File: config.mk
export PLATFORM = sky130hd
export DESIGN_NAME = pong_game_ctrl_flat
export DESIGN_NICKNAME = d
export VERILOG_FILES = /design/src/rtl/pong_pkg.sv /design/src/rtl/pong_game_ctrl_if.sv /design/src/rtl/pong_game_ctrl_bcd_cnt2.sv /design/src/rtl/pong_game_ctrl.sv /design/src/flat_wrapper.sv
export SDC_FILE = /design/constraint.sdc
export NUM_CORES = 1
export LEC_CHECK = 0
export BUFFER_PORTS_ARGS = -buffer_cell sky130_fd_sc_hd__buf_2
export CORE_ASPECT_RATIO = 1.4
export CORE_MARGIN = 10
export CORE_UTILIZATION = 45
export CTS_CLUSTER_DIAMETER = 200
export CTS_CLUSTER_SIZE = 40
export DETAILED_ROUTE_END_ITERATION = 12
export GPL_ROUTABILITY_DRIVEN = 0
export PLACE_DENSITY = 0.69
export RECOVER_POWER = 100
export SLEW_MARGIN = 0
export SYNTH_ARGS = -nofsm -noshare
export SYNTH_HDL_FRONTEND = slang
export SYNTH_SLANG_ARGS = --single-unit
File: constraint.sdc
create_clock -name clk -period 1.9 [get_ports clk]
set_input_delay 0 -clock clk [delete_from_list [all_inputs] [get_ports clk]]
set_output_delay 0 -clock clk [all_outputs]
set_load 0.005 [all_outputs]
File: src/rtl/pong_pkg.sv
// pong_pkg
//   Shared definitions for the pong datapath blocks (ball, paddle, overlay,
//   game controller): game FSM state encoding, screen geometry and the
//   saturating 2-digit BCD increment used by the score counter.
package pong_pkg;

   typedef enum logic [2:0] {
      ST_IDLE  = 3'd0,
      ST_SERVE = 3'd1,
      ST_PLAY  = 3'd2,
      ST_MISS  = 3'd3,
      ST_OVER  = 3'd4
   } game_state_t;

   localparam int unsigned H_RES     = 640;
   localparam int unsigned V_RES     = 480;
   localparam int unsigned BALL_SIZE = 16;

   // {tens, ones} + 1, holding at 99
   function automatic logic [7:0] bcd_inc_sat(input logic [7:0] v);
      if (v == 8'h99)
         return v;
      if (v[3:0] == 4'd9)
         return {v[7:4] + 4'd1, 4'd0};
      return {v[7:4], v[3:0] + 4'd1};
   endfunction

endpackage

File: src/rtl/pong_game_ctrl_if.sv
// pong_game_ctrl_if
//   Ball control bundle between the game controller (master) and the
//   ball/paddle datapath (slave).
//   ball_load    ctrl->ball  1-cycle pulse: load ball_load_x/y, dir_x = serve_dir
//   ball_load_x  ctrl->ball  reload X
//   ball_load_y  ctrl->ball  reload Y
//   serve_dir    ctrl->ball  X direction applied on load (0 = +X, 1 = -X)
//   ball_run     ctrl->ball  ball position updates only while 1
//   ball_step    ctrl->ball  pixels per frame while running
//   paddle_hit   ball->ctrl  1-cycle pulse on ball/paddle collision
//   ball_y       ball->ctrl  current ball top Y
interface pong_game_ctrl_if;

   logic       ball_load;
   logic [9:0] ball_load_x;
   logic [8:0] ball_load_y;
   logic       serve_dir;
   logic       ball_run;
   logic [1:0] ball_step;
   logic       paddle_hit;
   logic [8:0] ball_y;

   modport master (
      output ball_load, ball_load_x, ball_load_y, serve_dir, ball_run, ball_step,
      input  paddle_hit, ball_y
   );

   modport slave (
      input  ball_load, ball_load_x, ball_load_y, serve_dir, ball_run, ball_step,
      output paddle_hit, ball_y
   );

endinterface

File: src/rtl/pong_game_ctrl_bcd_cnt2.sv
// bcd_cnt2
//   Two-digit BCD counter with synchronous clear and saturation at 99.
//   clk    in   clock
//   reset  in   synchronous, active-high
//   clr    in   synchronous clear to 00
//   inc    in   increment by one (held at 99)
//   bcd    out  {tens, ones}, registered
module bcd_cnt2
   import pong_pkg::*;
(
   input  logic       clk,
   input  logic       reset,
   input  logic       clr,
   input  logic       inc,
   output logic [7:0] bcd
);

   always_ff @(posedge clk) begin
      if (reset || clr)
         bcd <= '0;
      else if (inc)
         bcd <= bcd_inc_sat(bcd);
   end

endmodule

File: src/rtl/pong_game_ctrl.sv
// pong_game_ctrl
//   Game-level sequencer: parks, serves, runs and freezes the ball, keeps the
//   BCD score, counts down lives and raises the ball step as the rally grows.
//   clk         in   pixel clock
//   reset       in   synchronous, active-high
//   frame_tick  in   1-cycle pulse once per frame
//   start_btn   in   synchronised level; only its rising edge is used
//   ball        ball control bundle (master side)
//   score_bcd   out  {tens, ones} BCD score
//   lives       out  lives remaining
//   game_state  out  encoded FSM state for the overlay
module pong_game_ctrl
   import pong_pkg::*;
#(
   parameter int unsigned LIVES        = 3,
   parameter int unsigned SERVE_FRAMES = 60,
   parameter int unsigned MISS_FRAMES  = 90,
   parameter int unsigned MISS_Y       = 464,
   parameter int unsigned SPEEDUP_HITS = 5,
   parameter int unsigned MAX_STEP     = 3,
   parameter int unsigned SERVE_X      = 312,
   parameter int unsigned SERVE_Y      = 64
) (
   input  logic                    clk,
   input  logic                    reset,
   input  logic                    frame_tick,
   input  logic                    start_btn,
   pong_game_ctrl_if.master        ball,
   output logic [7:0]              score_bcd,
   output logic [2:0]              lives,
   output logic [2:0]              game_state
);

   localparam logic [7:0] SERVE_LAST   = 8'(SERVE_FRAMES - 1);
   localparam logic [7:0] MISS_LAST    = 8'(MISS_FRAMES - 1);
   localparam logic [7:0] SPEEDUP_LAST = 8'(SPEEDUP_HITS - 1);
   localparam logic [8:0] MISS_Y9      = 9'(MISS_Y);
   localparam logic [1:0] MAX_STEP2    = 2'(MAX_STEP);
   localparam logic [2:0] LIVES3       = 3'(LIVES);

   game_state_t state;
   logic        startPrev;
   logic [7:0]  frameCnt;
   logic [7:0]  hitCnt;
   logic        startRise;
   logic        scoreClr;
   logic        scoreInc;

   assign startRise = start_btn & ~startPrev;
   assign scoreClr  = (state == ST_IDLE) && startRise;
   assign scoreInc  = (state == ST_PLAY) && ball.paddle_hit;

   assign game_state       = state;
   assign ball.ball_load_x = 10'(SERVE_X);
   assign ball.ball_load_y = 9'(SERVE_Y);

   bcd_cnt2 u_score (
      .clk   (clk),
      .reset (reset),
      .clr   (scoreClr),
      .inc   (scoreInc),
      .bcd   (score_bcd)
   );

   always_ff @(posedge clk) begin
      if (reset) begin
         state          <= ST_IDLE;
         // sample the button so a level held through reset is not a rise
         startPrev      <= start_btn;
         frameCnt       <= '0;
         hitCnt         <= '0;
         ball.ball_load <= 1'b0;
         ball.ball_run  <= 1'b0;
         ball.ball_step <= 2'd1;
         ball.serve_dir <= 1'b0;
         lives          <= LIVES3;
      end else begin
         startPrev      <= start_btn;
         ball.ball_load <= 1'b0;
         case (state)
            ST_IDLE: begin
               if (startRise) begin
                  state          <= ST_SERVE;
                  frameCnt       <= '0;
                  hitCnt         <= '0;
                  ball.ball_load <= 1'b1;
                  ball.ball_step <= 2'd1;
                  lives          <= LIVES3;
               end
            end
            ST_SERVE: begin
               if (frame_tick) begin
                  if (frameCnt == SERVE_LAST) begin
                     state         <= ST_PLAY;
                     frameCnt      <= '0;
                     ball.ball_run <= 1'b1;
                  end else begin
                     frameCnt <= frameCnt + 8'd1;
                  end
               end
            end
            ST_PLAY: begin
               // a hit in the same cycle masks that frame's miss test
               if (ball.paddle_hit) begin
                  if (hitCnt == SPEEDUP_LAST) begin
                     hitCnt <= '0;
                     if (ball.ball_step < MAX_STEP2)
                        ball.ball_step <= ball.ball_step + 2'd1;
                  end else begin
                     hitCnt <= hitCnt + 8'd1;
                  end
               end else if (frame_tick && (ball.ball_y >= MISS_Y9)) begin
                  state         <= ST_MISS;
                  frameCnt      <= '0;
                  ball.ball_run <= 1'b0;
                  lives         <= lives - 3'd1;
               end
            end
            ST_MISS: begin
               if (frame_tick) begin
                  if (frameCnt == MISS_LAST) begin
                     frameCnt <= '0;
                     if (lives == 3'd0) begin
                        state <= ST_OVER;
                     end else begin
                        state          <= ST_SERVE;
                        ball.ball_load <= 1'b1;
                        ball.serve_dir <= ~ball.serve_dir;
                        ball.ball_step <= 2'd1;
                        hitCnt         <= '0;
                     end
                  end else begin
                     frameCnt <= frameCnt + 8'd1;
                  end
               end
            end
            ST_OVER: begin
               if (startRise) begin
                  state    <= ST_IDLE;
                  frameCnt <= '0;
               end
            end
            default: state <= ST_IDLE;
         endcase
      end
   end

endmodule

File: src/flat_wrapper.sv
// flat-port wrapper written by rule: the top's interface ports become plain ports
module pong_game_ctrl_flat import pong_pkg::*;
#(
   parameter int unsigned LIVES        = 3,
   parameter int unsigned SERVE_FRAMES = 60,
   parameter int unsigned MISS_FRAMES  = 90,
   parameter int unsigned MISS_Y       = 464,
   parameter int unsigned SPEEDUP_HITS = 5,
   parameter int unsigned MAX_STEP     = 3,
   parameter int unsigned SERVE_X      = 312,
   parameter int unsigned SERVE_Y      = 64
)
  (clk, reset, frame_tick, start_btn, score_bcd, lives, game_state, ball_ball_load, ball_ball_load_x, ball_ball_load_y, ball_serve_dir, ball_ball_run, ball_ball_step, ball_paddle_hit, ball_ball_y);
  pong_game_ctrl_if ball_i ();
  input  logic clk;
  input  logic reset;
  input  logic frame_tick;
  input  logic start_btn;
  output logic [7:0] score_bcd;
  output logic [2:0] lives;
  output logic [2:0] game_state;
  output wire logic [$bits(ball_i.ball_load)-1:0] ball_ball_load;
  output wire logic [$bits(ball_i.ball_load_x)-1:0] ball_ball_load_x;
  output wire logic [$bits(ball_i.ball_load_y)-1:0] ball_ball_load_y;
  output wire logic [$bits(ball_i.serve_dir)-1:0] ball_serve_dir;
  output wire logic [$bits(ball_i.ball_run)-1:0] ball_ball_run;
  output wire logic [$bits(ball_i.ball_step)-1:0] ball_ball_step;
  input wire logic [$bits(ball_i.paddle_hit)-1:0] ball_paddle_hit;
  input wire logic [$bits(ball_i.ball_y)-1:0] ball_ball_y;
  assign ball_ball_load = ball_i.ball_load;
  assign ball_ball_load_x = ball_i.ball_load_x;
  assign ball_ball_load_y = ball_i.ball_load_y;
  assign ball_serve_dir = ball_i.serve_dir;
  assign ball_ball_run = ball_i.ball_run;
  assign ball_ball_step = ball_i.ball_step;
  assign ball_i.paddle_hit = ball_paddle_hit;
  assign ball_i.ball_y = ball_ball_y;
  pong_game_ctrl #(.LIVES(LIVES), .SERVE_FRAMES(SERVE_FRAMES), .MISS_FRAMES(MISS_FRAMES), .MISS_Y(MISS_Y), .SPEEDUP_HITS(SPEEDUP_HITS), .MAX_STEP(MAX_STEP), .SERVE_X(SERVE_X), .SERVE_Y(SERVE_Y)) u_core (.clk(clk), .reset(reset), .frame_tick(frame_tick), .start_btn(start_btn), .ball(ball_i), .score_bcd(score_bcd), .lives(lives), .game_state(game_state));
endmodule
After elaboration in Yosys (flattened, before gate mapping)
Index checks and enable logic that the tools add are counted.
Widths: inputs -> output; s select.
Word-level totals
  word-level logic and storage cells: 122
  register bits after elaboration: 36
  output and inout bits: 38
Operators by class
  add/subtract/negate cells: 6
  bitwise gates (word level): 4
  muxes and demuxes: 57
  equal/unequal tests: 22
  magnitude comparators: 2
  reductions and logical operators: 20
Operator list (count)
  $mux 8: 16
  $mux 3: 12
  $pmux 8 s4: 1
  $pmux 8 s3: 1
  $add 8x1->8 const B: 2
  $ne 2x2->1 const B: 8
  $reduce_and 8->1: 2
  $mux 1: 15
  $pmux 3 s5: 1
  $mux 2: 7
  $reduce_and 6->1: 2
  $ne 2x1->1 const B: 5
  $ge 9x9->1 const B: 1
  $add 4x1->4 const B: 2
  $eq 8x3->1 const B: 1
  $eq 8x6->1 const B: 1
  $eq 8x7->1 const B: 1
  $eq 8x8->1 const B: 1
  $reduce_and 4->1: 2
  $eq 3x2->1 const B: 2
  $logic_not 3->1: 2
  $pmux 2 s3: 1
  $pmux 3 s2: 1
  $reduce_bool 2->1: 3
  16 further kinds: 21

Longest topological paths before layout
Gate-level depths: netlist of run 1.
  depth after elaboration: 10
  depth in mapped cells: 8
  gate-level depth less buffers: 7

Cells and area by module
From an unflattened synthesis of run 1, not the netlist that was laid out.
Unflattened totals
  cell total of the unflattened synthesis: 269
  area total of the unflattened synthesis: 2397.3 µm²
By module, submodules not included
  pong_game_ctrl: cells each 217, sequential area each 560.5 µm², instances 1, area an instance 1914.3 µm²
  bcd_cnt2: cells each 52, sequential area each 160.2 µm², instances 1, area an instance 483.0 µm²

Least setup slack after synthesis of run 1
Ideal clock, no wire load.
  path kind: reg-to-reg
  start: register u_core.state[1] (netlist: u_core.game_state[1])
  end: register u_core.ball.ball_step[0]
  path slack: -177 ps
  setup time: 114 ps
  required time: 1786 ps
  arrival: 1963 ps
  cell stages (with the launch flop): 7
  path through: dfxtp_1 -> buf_2 -> or4b_2 -> nand2_1 -> o211ai_1 -> or4b_1 -> a21o_1
On the way
  longest elaborated chain between the ends: 3
  elaborated cells between the ends (all ways): 13
Ends and longest elaborated chain
  from (decl): RTL line pong_game_ctrl.sv:41  | game_state_t state;
  from (signal assigned): RTL line pong_game_ctrl.sv:67  | state <= ST_IDLE;
  from (signal assigned): RTL line pong_game_ctrl.sv:83  | state <= ST_SERVE;
  from (signal assigned): RTL line pong_game_ctrl.sv:94  | state <= ST_PLAY;
  $eq 3x2->1 / $logic_not 3->1 (equally long branches): RTL line pong_game_ctrl.sv:80  | case (state)
  $ne 2x2->1 (no source line), or another cell as far along
  $reduce_and 8->1 (no source line)
  to (signal assigned): RTL line pong_game_ctrl.sv:108  | ball.ball_step <= ball.ball_step + 2'd1;
  to (decl): RTL line pong_game_ctrl_if.sv:24  | output ball_load, ball_load_x, ball_load_y, serve_dir, ball_run, ball_step,
Parallel ways exist; a longest one is shown, timed or not.
A chain may end at the register's enable or synchronous reset.

Worst setup path in the final report of run 1
  start: register u_core.frameCnt[2]
  end: register u_core.hitCnt[4]
On the way
  longest elaborated chain between the ends: 3
Ends and longest elaborated chain
  from (decl): RTL line pong_game_ctrl.sv:43  | logic [7:0] frameCnt;
  from (signal assigned): RTL line pong_game_ctrl.sv:98  | frameCnt <= frameCnt + 8'd1;
  from (signal assigned): RTL line pong_game_ctrl.sv:133  | frameCnt <= frameCnt + 8'd1;
  $eq 8x7->1: RTL line pong_game_ctrl.sv:121  | if (frameCnt == MISS_LAST) begin
  $ne 2x1->1 (no source line)
  $reduce_and 6->1 (no source line)
  to (signal assigned): RTL line pong_game_ctrl.sv:110  | hitCnt <= hitCnt + 8'd1;
  to (decl): RTL line pong_game_ctrl.sv:44  | logic [7:0] hitCnt;
No other way between the ends.

==> results of run 1 <==
## metal layers
| metal | vias to the layer above | routed length, um | GRT usage |
|---|---|---|---|
| met5 | - | 0 | 0 |
| met4 | 0 | 156 | 0.0620 |
| met3 | 14 | 234 | 0.0438 |
| met2 | 42 | 2640 | 0.241 |
| met1 | 863 | 1860 | 0.120 |
| li1 | 939 | - | - |
## registers in the layout, indices dropped and copies added (netlist names)
signal                 cells
u_core.lives               3
u_core.hitCnt              8
u_core.game_state          3
u_core.ball.serve_dir      1
u_core.ball.ball_run       1
u_core.ball.ball_step      2
u_core.ball.ball_load      1
u_core.frameCnt            8
u_core.u_score.bcd         8
u_core.startPrev           1
## power breakdown
| group | leakage [nW] | switching (mW) | total (mW) | internal, mW |
|---|---|---|---|---|
| registers | 0.293 | 0.00702 | 0.773 | 0.766 |
| clock network | 0.0552 | 0.280 | 0.670 | 0.390 |
| logic | 0.746 | 0.0893 | 0.161 | 0.0721 |
## worst register-to-register path: cells and delay by family, from the launching register on
family / cells / cell delay [ns]
DFF: 1 / 0.33
and+or+nand+nor: 3 / 1.24
AOI/OAI and AO/OA: 2 / 0.25
buffers and inverters: 1 / 0.17
## cell type report
class / instances / share of cell area
multi-input combinational: 185 / 0.483
sequential: 36 / 0.278
timing repair buffer: 64 / 0.152
tap: 62 / 0.0297
clock buffer: 6 / 0.0278
inverter: 11 / 0.0158
clock inverter: 2 / 0.0134
## cells in the final DEF, fill, tap and decap left out, drive strengths merged, types with 4 or more instances in the layout
cell type | Yosys | final
clkbuf | 7 | 18
inv | 11 | 11
o31ai | 5 | 5
xor2 | 11 | 11
or4 | 7 | 7
nand2b | 6 | 6
xnor2 | 5 | 5
o21ai | 11 | 11
nor2 | 32 | 32
nand2 | 7 | 7
nor3 | 4 | 4
dfxtp | 36 | 36
a21oi | 12 | 12
nand3 | 7 | 7
conb | 2 | 19
ha | 9 | 9
nand4 | 4 | 4
buf | 20 | 51
## cell families after synthesis
kind of cell,count (synthesis)
compound gates,46
buf+inv,38
mux,1
xor+xnor,16
other cells,2
flops,36
fa+ha+maj,9
simple gates,94
## per-stage QoR
step	instances	setup TNS [ns]
floorplan	259	-0.389
global placement	351	-1.04
detailed placement	351	-1.19
CTS	363	-0.721
global route	366	-2.67
finish	366	-1.09
## path summary, 6_finish.rpt
check / from / to / slack, ns / cells after the start
worst min-delay path: frame_tick / u_core.game_state[0] / 0.02 / 2
worst min register to register: u_core.ball.ball_run / u_core.ball.ball_run / 0.47 / 2
worst max-delay path: u_core.frameCnt[2] / u_core.hitCnt[4] / -0.14 / 6
worst max register to register: u_core.frameCnt[2] / u_core.hitCnt[4] / -0.14 / 6
## timing repair
item / 4_1_cts / 5_1_grt
pin swaps: 11 / 12
gates resized for setup: 3 / 17
hold endpoints to repair: 1 / 0
endpoints found under the setup margin: 16 / 23
buffers inserted: 3 / 3
hold buffers: 1 / 0
==> results.md, run 1 <==
* Status: complete, but fails checks
* Failing checks: negative setup slack
* PortBufs at 28
* Area post-placement at 2390 um^2
* Clk buf depth at 2
* Worst Path Buf+Inv at 1
* Layout cell share with drive strength beyond 1 at 0.280
* Tmin final at 2.04 ns
* Vias/cell at 5.08
* Post-synth top area share at 0.351
* Setup CP Type: reg2reg
* Fraction of synthesized cell area in xor and xnor cells at 0.0682
* Min-Delay Path Class: in2reg
* Initial antenna violation count at 0
* Fin nets at 326
* Distinct cells, synth at 50
* Inserted Diodes at 0
* First-pass GRT wire length at 8270 um
* Crit. End Element: register
* Final hold violation count at 0
* Worst skew pair latency at 0.29 ns
* Compound-gate portion of the synthesized area at 0.147
* Grt ovf at 0
* Tot Pwr at 1.60 mW
* Max Cap Viol at 0
* Clk slew on worst S/H paths at 0.08 ns
* Ys Warns at 0
* CTS sink count at 36
* Hpwl dp at 3740 um
* Top post-synthesis cells by area: dfxtp_1, buf_4, nor2_1
* Post-route ant nets at 0
* Data arrival, critical path at 2.28 ns
* Cell family with most CP delay: simple AND/OR/NAND/NOR gates
* Max incr delay on CP at 0.55 ns
* Starting density of the core at 0.461
* Dominant cell by count in the synthesized netlist: dfxtp_1
* Pins Over Slew Limit at 0
* Avg Inst Size Synth at 8.49 um^2
* #FFs+latches synth at 36
* Core region area at 4460 um^2
* DP Worst Slack at -0.124 ns
* Total track usage at 0.128
* H-tree depth at 2
* Setup-failing EPs final at 18
* Fin crit share at 1.08
* Final core occ at 0.585
* Peak VDD IR at 601 uV
* Worst setup margin at -0.143 ns
* Vias in the first global route at 1884
* Post-synthesis simple-gate area fraction at 0.266
* Row count at 29
* Mux cell area share after synthesis at 0.00487
* Synth Area in Adders at 0.0548
* 1st-pass router iterations at 4
* Ports at 52
* Highest clock rate at 489 MHz
* Hold WS at 0.0222 ns
* Design Area, Final at 2610 um^2
* Area leader, netlist: dfxtp_1
* Power Density at 614 nW/um^2
* Mapped cell area at 2060 um^2
* Total wire length at 4890 um
* Largest net degree at the start of global routing at 14
* Drt drc at 0
* Via count at 1858
* Worst-path maximum fanout at 8
* Total die area at 7710 um^2
* Largest family of logic cells by synthesized area: simple AND/OR/NAND/NOR gates
* Root Driver: clkbuf_8
* Die Ht at 100 um
* Post-synthesis sequential area ratio at 0.351
* P&R area growth vs syn at 27.1%
* Worst setup SP type: register
* Chip Width at 77.1 um
* Clock skew at 0.00716 ns
* Wire length per cell at 13.4 um
* CTS tree: done
* Top cells by count, synth: dfxtp_1, nor2_1, buf_4
* Inserted Clock Buffers at 5
* Slowest CP cell: or4_4
* Register area at 726 um^2
* Layout fillers at 427
* Leakage at 1.09 nW
* Number of synthesized flops with an enable pin at 0
* RSZ-0062 raised after global routing: true
* Initial DRC Count at 58
* Required @ worst endpoint at 2.13 ns
* CP Cell Sequence: or3b_4, nor4b_4, buf_4, o221ai_4, or4_4, a21oi_2
* Area of the multi-input gates at 1260 um^2
* Cells after Synth at 242
* Ys async rst share at 0
* Top_reg_cell synth: dfxtp_1
Power figures use the tool's default switching activity.
==> inputs of run 2 (changes only) <==
- clock period: 1.9 -> 1.7 ns (I/O delays scaled with it)
==> run 2 against run 1 <==
Critical path type unchanged. Clock skew increased by 0.0011 ns. Sequential power increased by 12%. Critical path depth increased by 2. The run still ends with negative setup slack left. Fmax increased by 1.6%. Hold slack improved by 0.030 ns. Die area unchanged.
==> results.md, run 2 (synthesis results as in run 1) <==
* Status: complete, but fails checks
* Failing checks: negative setup slack
* Worst Path Buf+Inv at 3
* Cell family with most CP delay: simple AND/OR/NAND/NOR gates
* Final core occ at 0.599
* Tmin final at 2.01 ns
* Layout cell share with drive strength beyond 1 at 0.295
* Power Density at 627 nW/um^2
* First-pass GRT wire length at 8510 um
* Worst-path maximum fanout at 6
* DP Worst Slack at -0.345 ns
* Clk slew on worst S/H paths at 0.07 ns
* Total wire length at 4960 um
* PortBufs at 28
* Pins Over Slew Limit at 0
* Fin nets at 334
* Hpwl dp at 3780 um
* Chip Width at 77.1 um
* Most frequent cells in the layout: buf_4, dfxtp_1, nor2_1
* Die Ht at 100 um
* Layout fillers at 412
* Design Area, Final at 2680 um^2
* Vias/cell at 5.11
* CP Cell Sequence: or3b_4, nor4b_4, buf_4, o221ai_4, buf_6, buf_4, o31ai_2, a21oi_1
* GRT met1 Usage at 0.124
* Wire length per cell at 13.3 um
* Crit. End Element: register
* Max Cap Viol at 0
* 1st-pass router iterations at 4
* Peak VDD IR at 504 uV
* Grt ovf at 0
* Root Driver: clkbuf_8
* Relative slew slack at 0.661
* Row count at 29
* Starting density of the core at 0.461
* Via count at 1913
* Min-Delay Path Class: in2reg
* Leakage at 1.12 nW
* Data arrival, critical path at 2.19 ns
* CTS sink count at 36
* Inserted Clock Buffers at 5
* P&R area growth vs syn at 30.1%
* RSZ-0062 raised after global routing: true
* Total track usage at 0.130
* H-tree depth at 2
* Drt drc at 0
* Inserted Diodes at 0
* Initial DRC Count at 145
* Vias in the first global route at 1942
* Clock skew at 0.00824 ns
* Highest clock rate at 497 MHz
* Final hold violation count at 0
* Worst setup SP type: register
* Setup CP Type: reg2reg
* Core region area at 4460 um^2
* Slowest CP cell: or3b_4
* Total die area at 7710 um^2
* Required @ worst endpoint at 1.88 ns
* CTS tree: done
* Tot Pwr at 1.68 mW
* Setup-failing EPs final at 22
* Ports at 52
* Largest net degree at the start of global routing at 18
* Most common cell after layout, fill and taps aside: buf_4
* Fin crit share at 1.18
* Worst skew pair latency at 0.29 ns
* Met2 Usage GRT at 0.253
* Initial antenna violation count at 0
* Setup TNS at -4.69 ns
* Post-route ant nets at 0
* Largest regs: u_core.frameCnt (8), u_core.hitCnt (8), u_core.u_score.bcd (8)
* Worst setup margin at -0.311 ns
* Clk buf depth at 2
* Busiest grt layer: met2
* Max incr delay on CP at 0.41 ns
* GR Util met3 at 0.0403
* Worst Tran Pin Value at 0.506 ns
* Area post-placement at 2440 um^2
* Most frequent cell on the critical path: buf_4
run 2: stage by stage:
stage          instances  hold WS [ns]
2_1_floorplan        259        0.0277
5_1_grt              374        0.0696
3_3_place_gp         358         0.132
4_1_cts              373        0.0439
6_report             374        0.0525
3_5_place_dp         358         0.139
run 2: timing repair:
action / 4_1_cts / 5_1_grt
hold endpoints to repair: 1 / 0
setup buffers: 6 / 1
resized for setup: 16 / 14
pin swaps: 12 / 7
hold buffers: 1 / 0
endpoints found under the setup margin: 25 / 34
run 2: power by group:
group,internal [mW],switching [mW]
logic,0.0786,0.102
clock network,0.323,0.312
registers,0.856,0.00692
total,1.26,0.421
run 2: worst paths after layout:
check                               to            startpoint  slack [ns]  cells after the start
setup / recovery      u_core.hitCnt[4]    u_core.frameCnt[2]       -0.31                      8
hold / removal    u_core.game_state[2]                 reset        0.05                      2
setup reg to reg      u_core.hitCnt[4]    u_core.frameCnt[2]       -0.31                      8
hold reg to reg   u_core.ball.ball_run  u_core.ball.ball_run        0.48                      2
run 2: final cells by class:
class / instances / area (um^2) / area share
Multi-Input combinational cell: 185 / 1270 / 0.476
Sequential cell: 36 / 727 / 0.272
Timing Repair Buffer: 72 / 463 / 0.173
Clock buffer: 6 / 82.6 / 0.0309
Tap cell: 62 / 77.6 / 0.0290
Inverter: 11 / 41.3 / 0.0154
Clock inverter: 2 / 10.0 / 0.00374
run 2: layer usage:
| metal | vias to the layer above | wire length, um |
|---|---|---|
| met5 | - | 0 |
| met1 | 916 | 1860 |
| met4 | 0 | 82 |
| met3 | 9 | 225 |
| li1 | 954 | - |
| met2 | 34 | 2790 |
